### src/rtl/mc_ctrl_fsm.sv
// Multi-cycle MIPS-subset main control FSM: steps the shared datapath through fetch/decode/execute,
// stalls on Mem_Ready and counts retired instructions. Define MC_ILLEGAL_OP_EN to trap undefined opcodes.
module mc_ctrl_fsm #(
  parameter int CNT_W = 32
) (
  input  logic             Clock,
  input  logic             Resetn,
  input  logic [5:0]       Op,
  input  logic [5:0]       Funct,
  input  logic             Zero,
  input  logic             Mem_Ready,
  output logic [3:0]       State,
  output logic             Mem_Req,
  output logic             Mem_Write,
  output logic             IorD,
  output logic             IR_Write,
  output logic             PC_Write,
  output logic [1:0]       PC_Src,
  output logic             ALU_SrcA,
  output logic [1:0]       ALU_SrcB,
  output logic [1:0]       ALU_Op,
  output logic             Reg_Write,
  output logic             Reg_Dst,
  output logic             MemtoReg,
  output logic             EPC_Write,
  output logic             Inst_Retired,
  output logic [CNT_W-1:0] Retire_Cnt
);

  typedef enum logic [3:0] {
    S_FETCH  = 4'd0,
    S_DECODE = 4'd1,
    S_MEMADR = 4'd2,
    S_MEMRD  = 4'd3,
    S_MEMWB  = 4'd4,
    S_MEMWR  = 4'd5,
    S_REXEC  = 4'd6,
    S_RWB    = 4'd7,
    S_BRANCH = 4'd8,
    S_JUMP   = 4'd9,
    S_IEXEC  = 4'd10,
    S_IWB    = 4'd11,
    S_EXC    = 4'd12
  } state_t;

  localparam logic [5:0] OP_RTYPE = 6'h00;
  localparam logic [5:0] OP_J     = 6'h02;
  localparam logic [5:0] OP_BEQ   = 6'h04;
  localparam logic [5:0] OP_ADDI  = 6'h08;
  localparam logic [5:0] OP_LW    = 6'h23;
  localparam logic [5:0] OP_SW    = 6'h2B;

  state_t           state_q, state_d;
  logic [CNT_W-1:0] cnt_q, cnt_d;
  logic             r_legal;

  assign r_legal = (Op == OP_RTYPE) &&
                   ((Funct == 6'h20) || (Funct == 6'h22) || (Funct == 6'h24) ||
                    (Funct == 6'h25) || (Funct == 6'h2A));

  // Moore decode of state_q; only IR_Write/PC_Write/Inst_Retired look at Mem_Ready/Zero.
  // Everything is forced low while Resetn is held so the datapath sees no request during reset.
  always_comb begin
    state_d      = state_q;
    Mem_Req      = 1'b0;
    Mem_Write    = 1'b0;
    IorD         = 1'b0;
    IR_Write     = 1'b0;
    PC_Write     = 1'b0;
    PC_Src       = 2'b00;
    ALU_SrcA     = 1'b0;
    ALU_SrcB     = 2'b00;
    ALU_Op       = 2'b00;
    Reg_Write    = 1'b0;
    Reg_Dst      = 1'b0;
    MemtoReg     = 1'b0;
    EPC_Write    = 1'b0;
    Inst_Retired = 1'b0;
    if (Resetn) begin
      case (state_q)
        S_FETCH: begin
          Mem_Req  = 1'b1;
          ALU_SrcB = 2'b01;
          if (Mem_Ready) begin
            IR_Write = 1'b1;
            PC_Write = 1'b1;
            state_d  = S_DECODE;
          end
        end
        S_DECODE: begin
          ALU_SrcB = 2'b11;
          if (r_legal)                        state_d = S_REXEC;
          else if (Op == OP_LW || Op == OP_SW) state_d = S_MEMADR;
          else if (Op == OP_BEQ)              state_d = S_BRANCH;
          else if (Op == OP_J)                state_d = S_JUMP;
          else if (Op == OP_ADDI)             state_d = S_IEXEC;
          else begin
`ifdef MC_ILLEGAL_OP_EN
            state_d = S_EXC;
`else
            Inst_Retired = 1'b1;
            state_d      = S_FETCH;
`endif
          end
        end
        S_MEMADR: begin
          ALU_SrcA = 1'b1;
          ALU_SrcB = 2'b10;
          state_d  = (Op == OP_LW) ? S_MEMRD : S_MEMWR;
        end
        S_MEMRD: begin
          Mem_Req = 1'b1;
          IorD    = 1'b1;
          if (Mem_Ready) state_d = S_MEMWB;
        end
        S_MEMWB: begin
          Reg_Write    = 1'b1;
          MemtoReg     = 1'b1;
          Inst_Retired = 1'b1;
          state_d      = S_FETCH;
        end
        S_MEMWR: begin
          Mem_Req   = 1'b1;
          Mem_Write = 1'b1;
          IorD      = 1'b1;
          if (Mem_Ready) begin
            Inst_Retired = 1'b1;
            state_d      = S_FETCH;
          end
        end
        S_REXEC: begin
          ALU_SrcA = 1'b1;
          ALU_Op   = 2'b10;
          state_d  = S_RWB;
        end
        S_RWB: begin
          Reg_Write    = 1'b1;
          Reg_Dst      = 1'b1;
          Inst_Retired = 1'b1;
          state_d      = S_FETCH;
        end
        S_BRANCH: begin
          ALU_SrcA     = 1'b1;
          ALU_Op       = 2'b01;
          PC_Src       = 2'b01;
          PC_Write     = Zero;
          Inst_Retired = 1'b1;
          state_d      = S_FETCH;
        end
        S_JUMP: begin
          PC_Src       = 2'b10;
          PC_Write     = 1'b1;
          Inst_Retired = 1'b1;
          state_d      = S_FETCH;
        end
        S_IEXEC: begin
          ALU_SrcA = 1'b1;
          ALU_SrcB = 2'b10;
          state_d  = S_IWB;
        end
        S_IWB: begin
          Reg_Write    = 1'b1;
          Inst_Retired = 1'b1;
          state_d      = S_FETCH;
        end
        S_EXC: begin
`ifdef MC_ILLEGAL_OP_EN
          PC_Src    = 2'b11;
          PC_Write  = 1'b1;
          EPC_Write = 1'b1;
`endif
          state_d = S_FETCH;
        end
        default: state_d = S_FETCH;
      endcase
    end
  end

  // Counter wraps silently at 2^CNT_W.
  assign cnt_d = cnt_q + CNT_W'(Inst_Retired);

  always_ff @(posedge Clock or negedge Resetn) begin
    if (!Resetn) begin
      state_q <= S_FETCH;
      cnt_q   <= '0;
    end else begin
      state_q <= state_d;
      cnt_q   <= cnt_d;
    end
  end

  assign State      = state_q;
  assign Retire_Cnt = cnt_q;

endmodule

### config.mk
export PLATFORM = sky130hd
export DESIGN_NAME = mc_ctrl_fsm
export DESIGN_NICKNAME = d
export VERILOG_FILES = /design/src/rtl/mc_ctrl_fsm.sv
export SDC_FILE = /design/constraint.sdc
export NUM_CORES = 1
export LEC_CHECK = 0
export ABC_AREA = 1
export CELL_PAD_IN_SITES_DETAIL_PLACEMENT = 0
export CELL_PAD_IN_SITES_GLOBAL_PLACEMENT = 2
export CORE_UTILIZATION = 23
export DETAILED_ROUTE_END_ITERATION = 6
export PLACE_DENSITY = 0.82
export SLEW_MARGIN = 30
export SYNTH_ARGS = -nofsm -noshare
export SYNTH_HDL_FRONTEND = slang
export SYNTH_SLANG_ARGS = --single-unit
### constraint.sdc
create_clock -name Clock -period 2.5 [get_ports Clock]
set_input_delay 0.5 -clock Clock [delete_from_list [all_inputs] [get_ports Clock]]
set_output_delay 0.5 -clock Clock [all_outputs]
set_load 0.1 [all_outputs]
After elaboration in Yosys (flattened, before gate mapping)
Cells that the tools add are included.

Input bits: 16. RAM bits: 0. Word-level logic and storage cells: 84. Memories: 0. Flip-flop bits (word level): 36. Memory bits (read-only): 0. Bits in latches: 0.

Divide/modulo/power cells: 0. Equality and inequality tests: 24. Add/sub/neg operators: 1. $mul: 0. Bitwise operators: 0. Multiplexer cells: 42. Magnitude comparators: 0. Reductions and logical operators: 15. Shift-type cells: 0.

Operator list (count): 6-bit == test (second input constant) (7); 32-bit by 1-bit adder with 32-bit output (1); 4-bit two-way mux (8); 4-bit case mux with 7 select lines (1); 1-bit two-way mux (24); 4-bit by 3-bit == test with 1-bit output (second input constant) (4); 4-bit == test (second input constant) (4); 4-bit by 2-bit == test with 1-bit output (second input constant) (2); 2-bit case mux with 2 select lines (2); 6-bit by 2-bit == test with 1-bit output (second input constant) (1); 6-bit by 3-bit == test with 1-bit output (second input constant) (1); 6-bit by 4-bit == test with 1-bit output (second input constant) (1); 6-bit logical NOT (1); 2-bit two-way mux (3); 2-bit != test (second input constant) (3); 1-bit case mux with 3 select lines (2); 2-bit case mux with 3 select lines (1); 3-bit OR reduction (2); 1-bit logical OR (5); 5-bit OR reduction (1); 4-bit by 1-bit == test with 1-bit output (second input constant) (1); 4-bit logical NOT (1); 4-bit AND reduction (1); 2-bit OR reduction (2); other kinds (3) (3).

Logic depth before layout (Yosys ltp)
Gate-level depths: netlist of run 1.

Depth after elaboration: 10. Depth in mapped cells: 16. Depth with buffers taken out: 16.

Worst setup path after synthesis of run 1
OpenSTA, ideal clock, no wires.

Path type: flip-flop to flip-flop. Start: register state_q[2], in the netlist State[2]. End: register cnt_q[24], in the netlist Retire_Cnt[24]. Setup time: 0.159 ns. Cell stages (with the launch flop): 15. Arrival: 4.619 ns. Setup slack: -2.278 ns. Data required time: 2.341 ns. Clock period less this slack: 4.778 ns. Cells stage by stage: dfrtp_1 inv_1 nor2_1 nand2_1 o21ai_0 nor2_1 a21oi_1 ha_1 ha_1 nand3_4 nor2_4 nand2_4 nor2_8 nand3_2 xnor2_1.

Cells in the longest elaborated chain, start to end: 5.

RTL lines: start, declared (RTL line 53) `state_t state_q, state_d;`; start signal, assigned (RTL line 187) `state_q <= state_d;`; 4-bit == test or 4-bit by 3-bit == test with 1-bit output (tied branches) (RTL line 80) `case (state_q)`; 5-bit OR reduction (no source line); 1-bit case mux with 3 select lines (*) (RTL line 80); 1-bit two-way mux (*) (RTL line 79) `if (Resetn) begin`; via Inst_Retired (RTL line 26) `output logic Inst_Retired,`; 32-bit by 1-bit adder with 32-bit output (*) (RTL line 180) `assign cnt_d = cnt_q + CNT_W'(Inst_Retired);`; via cnt_d[24] (RTL line 54) `logic [CNT_W-1:0] cnt_q, cnt_d;`; end signal, assigned (RTL line 188) `cnt_q <= cnt_d;`; end, declared (RTL line 54).

Mark *: on every way through the listed nets, which the timed path passes. The rest lies on a longest branch. A chain may end at the register's enable or synchronous reset.

Worst setup path after layout of run 1
Start: register state_q[3], in the netlist State[3]. End: output Inst_Retired.

Cells in the longest elaborated chain, start to end: 4.

RTL lines (RTL line): 4-bit == test or 4-bit by 3-bit == test with 1-bit output (tied branches) (80); 5-bit OR reduction (no source line); 1-bit case mux with 3 select lines (*) (80); 1-bit two-way mux (*) (79); end, declared (26).

Every way passes the cells marked *; elsewhere a longest branch is shown, timed or not.

==> out/metrics.yaml, run 1 <==
status:
  status: "completed"
grt:
  gr-usage-all-layers_pct: 13.3
  antenna_found_initial: 0
  overflow: 0
  grt_pass1_wl_um: 10700
  first_global_vias: 2228
  grt_max_degree: 20
timing:
  timing.hold.ws_ps: 288
  fmax_mhz: 417
  worst_slack_ps: 104
  fin_crit_sh_pct: 95.8
  drv_slew: 0
  worst_pin_slew_ps: 614
  skew_ps: 6.63
  relSlewSlack_pct: 58.7
  hold_viol: 0
  fin_crit_ps: 2400
  fin_tns_setup_ps: 0
  setup_viol: 0
  rsz0062_at_grt: "yes"
logic_synthesis:
  ys_seq_area_share_pct: 38.4
  syn_area_per_cell_um2: 7.38
  yosys-top-cells-count: "nand2_1, nor2_1, inv_1"
  synth_area_mm2: 0.00235
  synthArstFlopShare_pct: 100
  yosysUniqueCellTypes: 32
  synth-seq-cells: 36
  synth_cells: 318
  synth_edf_count: 0
  yosys-top-cells-area: "dfrtp_1, nand2_1, nor2_1, xor2_1, inv_1"
  synth_top_cell_area_share_pct: 38.4
  synth_top_cell_by_area: "dfrtp_1"
  ys_warn_count: 0
  synth_ff_type: "dfrtp_1"
  post-synth-top-count-cell: "nand2_1"
  syn-num-nets: 336
clock_network:
  cts-root-buf: "clkbuf_8"
  cts_tree: "built"
  clk_latency_ps: 290
  numCtsBuffers: 5
  clock_sinks: 36
  clk_pin_slew_ps: 70
  h-tree-depth: 2
  clk_path_buf_depth: 2
  hold_buffers: 0
final_layout:
  utilization_pct: 39.4
  stdcell_area_mm2: 0.00386
  area_growth_syn_to_layout_pct: 64.7
  final_nets: 451
  drive_above_1_share_pct: 37.3
  antenna_cells: 0
place:
  dpl_cell_area_mm2: 0.00358
  dp_hpwl_um: 5540
  port_buffers: 67
  pre_cts_ws_ps: -456
  gp_congestion: 0.777
power:
  clockPowerShare_pct: 17.3
  pwr-share-seq_pct: 30.6
  pwr-share-comb_pct: 52.1
  power_density_mw_per_mm2: 636
  power.internal_uw: 1250
  netSwitchingFraction_pct: 49.2
  p_switching_uw: 1210
  leakagePower_uw: 0.00196
  ir_worst_vdd_mv: 0.346
worst_setup_path:
  cp_max_fo: 6
  reg2reg_depth: 13
  crit_type: "reg2out"
  worstPathRequired_ps: 2000
  ff2ff_setup_slack_ps: 130
  timing.rr.start: "State[3]"
  crit_arrival_ps: 1900
  cp-start-kind: "register"
  crit_path_end_kind: "output pin"
  reg2reg_to: "Retire_Cnt[22]"
routing:
  wl_um: 6840
  wire_per_inst_um: 12.1
  drt_iter0_drc: 34
  ant_nets: 0
  viasPerCell: 4.14
  vias: 2345
  first_pass_iters: 4
  drc_errors: 0
floorplan:
  coreArea_mm2: 0.00982
  io_pins: 69
  dieArea_mm2: 0.0106
  die_w_um: 103
  die_y_um: 103
  start_util_pct: 23.9
  num_rows: 36
worst_hold_path:
  hp-class: "in2async"
run:
  max_cap_violations: 0
[metrics by stage]
step | total power [uW] | instances
detailed placement | 2010 | 539
global placement | 1990 | 539
CTS | 2450 | 557
finish | 2460 | 567
floorplan | 1620 | 318
global route | 2570 | 567
[registers in the layout (all words and copies together) (netlist names)]
name / flops
State: 4
Retire_Cnt: 32
[cells in the final DEF (no fill, tap or decap), drive strengths merged]
cell	n
nor3	14
buf	98
nand3b	1
and3	3
clkdlybuf4s50	2
ha	2
nand2	93
nand3	14
nor2	59
dlygate4sd2	4
clkbuf	8
clkdlybuf4s15	2
inv	43
o21ai	8
a21oi	5
xnor2	8
o22ai	1
nand4	5
dlymetal6s2s	6
conb	1
dfrtp	36
xor2	19
a22oi	1
nor4	1
[logic make-up (layout without fill, tap and decap cells)]
group           Yosys count  in the layout  synth area share, %
fa+ha+maj                 2              2                 1.07
other cells               1              1                0.160
compound gates           15             15                 3.36
xor+xnor                 27             27                 10.4
buf+inv                  47            163                 7.89
flops                    36             36                 38.4
simple gates            190            190                 38.8
[repair_timing]
| item | in CTS | in global routing |
|---|---|---|
| setup endpoints to repair | 20 | 19 |
| resized for setup | 9 | 15 |
| setup buffers | 10 | 10 |
| endpoints found under the hold margin | 0 | 0 |
| pin swaps | 9 | 15 |
[metal layers]
layer | vias to the layer above | wire length [um] | GRT usage [%] | share of wire [%]
li1 | 1211 | - | - | -
met1 | 1084 | 3040 | 15.7 | 44
met2 | 40 | 3480 | 24.1 | 51
met3 | 10 | 210 | 2.78 | 3.1
met4 | 0 | 117 | 4.12 | 1.7
met5 | - | 0 | 0 | 0
[power by group through the flow]
stage	Sequential [uW]	Combinational (uW)	Clock, uW
after detailed placement	770	1240	0
after floorplan	1130	491	0
after CTS	760	1250	442
after global placement	768	1230	0
final	753	1280	425
after global routing	764	1340	462
[area by class of cell]
type | instances | area (um^2)
Tap cell | 133 | 166
Clock buffer | 8 | 90.1
Fill cell | 1053 | 5950
Timing Repair Buffer | 112 | 1090
Sequential cell | 36 | 916
Multi-Input combinational cell | 235 | 1440
Inverter | 43 | 164
[worst max-delay path by stage]
| stage | startpoint | endpoint | slack (ps) |
|---|---|---|---|
| CTS | Funct[2] | Retire_Cnt[22] | 40 |
| global route | State[2] | Retire_Cnt[26] | -10 |
| detailed placement | Op[2] | Retire_Cnt[22] | -460 |
| finish | State[3] | Inst_Retired | 100 |
| global placement | Op[2] | Retire_Cnt[22] | -420 |
| floorplan | State[1] | Retire_Cnt[24] | -630 |
[worst max-delay path, stage by stage (launching register included)]
cell and delay [ps]:
dfrtp_4 530, nor2_4 160, inv_1 100, a22oi_2 210, nor2_2 70, a21oi_4 150, buf_4 140, buf_6 90
buf_12 160
(Power assumes the default switching activity.)
==> run 2: changes to the inputs <==
- PLACE_DENSITY: 0.82 -> unset
- PLACE_DENSITY_LB_ADDON: unset -> 0.1
==> run 2 against run 1 <==
Against the previous run:
- core utilization is 0.45 points lower
- critical path depth is 6 higher
- wire length is 3.3% higher
- combinational power is 5% lower
- power is 1.6% lower
- largest cell class unchanged
==> out/metrics.yaml, run 2 (synthesized netlist as in run 1, its figures left out) <==
status:
  status: "completed"
timing:
  hold_viol: 0  # unchanged
  drv_slew: 0  # unchanged
  fin_crit_ps: 2380  # -15.2 ps
  fin_tns_setup_ps: 0  # unchanged
  setup_viol: 0  # unchanged
  skew_ps: 2.94  # -3.69 ps
  rsz0062_at_grt: "no"
  worst_pin_slew_ps: 634  # +19.8 ps
  fin_crit_sh_pct: 95.2  # -0.61 points
  timing.hold.ws_ps: 307  # +18.8 ps
  relSlewSlack_pct: 57.4  # -1.3 points
  fmax_mhz: 420  # +0.64%
floorplan:
  coreArea_mm2: 0.00982  # unchanged
  io_pins: 69  # unchanged
  die_w_um: 103  # unchanged
  die_y_um: 103  # unchanged
  dieArea_mm2: 0.0106  # unchanged
  start_util_pct: 23.9  # unchanged
  num_rows: 36  # unchanged
worst_hold_path:
  hp-class: "in2async"
final_layout:
  nFillCells: 1099  # +4.4%
  drive_above_1_share_pct: 36.9  # -0.45 points
  multi_input_area_mm2: 0.00145  # +0.61%
  largest_reg_flops: 32  # unchanged
  regArea_um2: 916  # unchanged
  final_nets: 440  # -2.4%
  utilization_pct: 38.9  # -0.45 points
  final_cell_mix: "nand2_1, buf_4, nor2_1"
  layout_commonest_cell: "nand2_1"
  antenna_cells: 0  # unchanged
  stdcell_area_mm2: 0.00382  # -1.1%
  area_growth_syn_to_layout_pct: 62.8
worst_setup_path:
  crit_arrival_ps: 2560  # +660 ps
  max_stage_delay_ps: 530  # about the same
  cp-start-kind: "register"
  slowest_stage: "dfrtp_4"
  crit_type: "reg2reg"
  path_buf_inv: 1  # -3
  crit_top_cell: "nor2_4"
  crit_cells: 14  # +6
  crit_chain: "nor2_4 > inv_2 > a22oi_2 > nor2_4 > a21oi_4 > ha_4 > ha_4 > nand3_4 > nor2_4 > nand2_4 > nor2_8 > nand3_2 > nand2_1 > nand2_1"
  cp_max_fo: 6  # unchanged
  worstPathRequired_ps: 2680  # +680 ps
  reg2reg_depth: 14  # +1
  crit_path_end_kind: "register"
  crit_family: "simple AND/OR/NAND/NOR gates"
routing:
  drt_iter0_drc: 37  # +8.8%
  vias: 2274  # -3.0%
  ant_nets: 0  # unchanged
  wire_per_inst_um: 12.7  # +5.4%
  first_pass_iters: 4  # unchanged
  viasPerCell: 4.09  # -1.1%
  wl_um: 7070  # +3.3%
  drc_errors: 0  # unchanged
clock_network:
  hold_buffers: 0  # unchanged
  clk_latency_ps: 280  # about the same
  numCtsBuffers: 5  # unchanged
  clk_pin_slew_ps: 80  # about the same
  cts_tree: "built"
  cts-root-buf: "clkbuf_8"
  clk_path_buf_depth: 2  # unchanged
  clock_sinks: 36  # unchanged
  h-tree-depth: 2  # unchanged
power:
  ir_worst_vdd_mv: 0.426  # +23%
  power_uw: 2420  # -1.6%
  power_density_mw_per_mm2: 633  # -0.45%
  leakagePower_uw: 0.00194  # -0.75%
run:
  max_cap_violations: 0  # unchanged
place:
  gp_congestion: 0.728  # -6.4%
  dpl_cell_area_mm2: 0.00358  # -0.21%
  dp_hpwl_um: 5740  # +3.5%
  port_buffers: 67  # unchanged
grt:
  antenna_found_initial: 0  # unchanged
  first_global_vias: 2140  # -3.9%
  grt_max_degree: 39  # +95%
  gr-usage-all-layers_pct: 13.9  # +0.53 points
  overflow: 0  # unchanged
  grt_pass1_wl_um: 11100  # +3.4%
## run 2: path summary, 6_finish.rpt
check	from	to	slack (ps)
worst max-delay path	State[3]	Retire_Cnt[26]	120
worst min-delay path	Resetn	Retire_Cnt[15]	310
worst max register to register	State[3]	Retire_Cnt[26]	120
worst min register to register	Retire_Cnt[28]	Retire_Cnt[28]	500
max in group asynchronous	Resetn	State[1]	1810
min in group Clock	Retire_Cnt[28]	Retire_Cnt[28]	500
## run 2: where the power goes
part	switching [uW]	leakage (uW)	internal, uW
clock	221	0.0000510	220
combinational	871	0.00145	350
sequential	115	0.000443	642
## run 2: layout make-up
type                            instances  share of cell area [%]
Sequential cell                        36                    24.0
Inverter                               43                    4.35
Timing Repair Buffer                  101                    26.9
Multi-Input combinational cell        235                    38.0
Tap cell                              133                    4.35
Clock buffer                            6                    2.16
Clock inverter                          2                   0.262
## run 2: metrics by stage
stage | std cells | setup WS [ps]
3_5_place_dp | 538 | -424
5_1_grt | 556 | 3.00
6_report | 556 | 120
2_1_floorplan | 318 | -625
3_3_place_gp | 538 | -389
4_1_cts | 548 | -2.83
## run 2: repair_timing
action                     CTS  global route
gates resized for setup      5            23
buffers inserted             2             8
pin swaps                    7            23
setup endpoints to repair   14            23
hold endpoints to repair     0             0
## run 2: layer usage
layer	GRT usage (%)	routed length (um)
met1	20.8	3710
met3	2.44	217
met5	0	0
met2	20.7	3110
met4	2.60	29
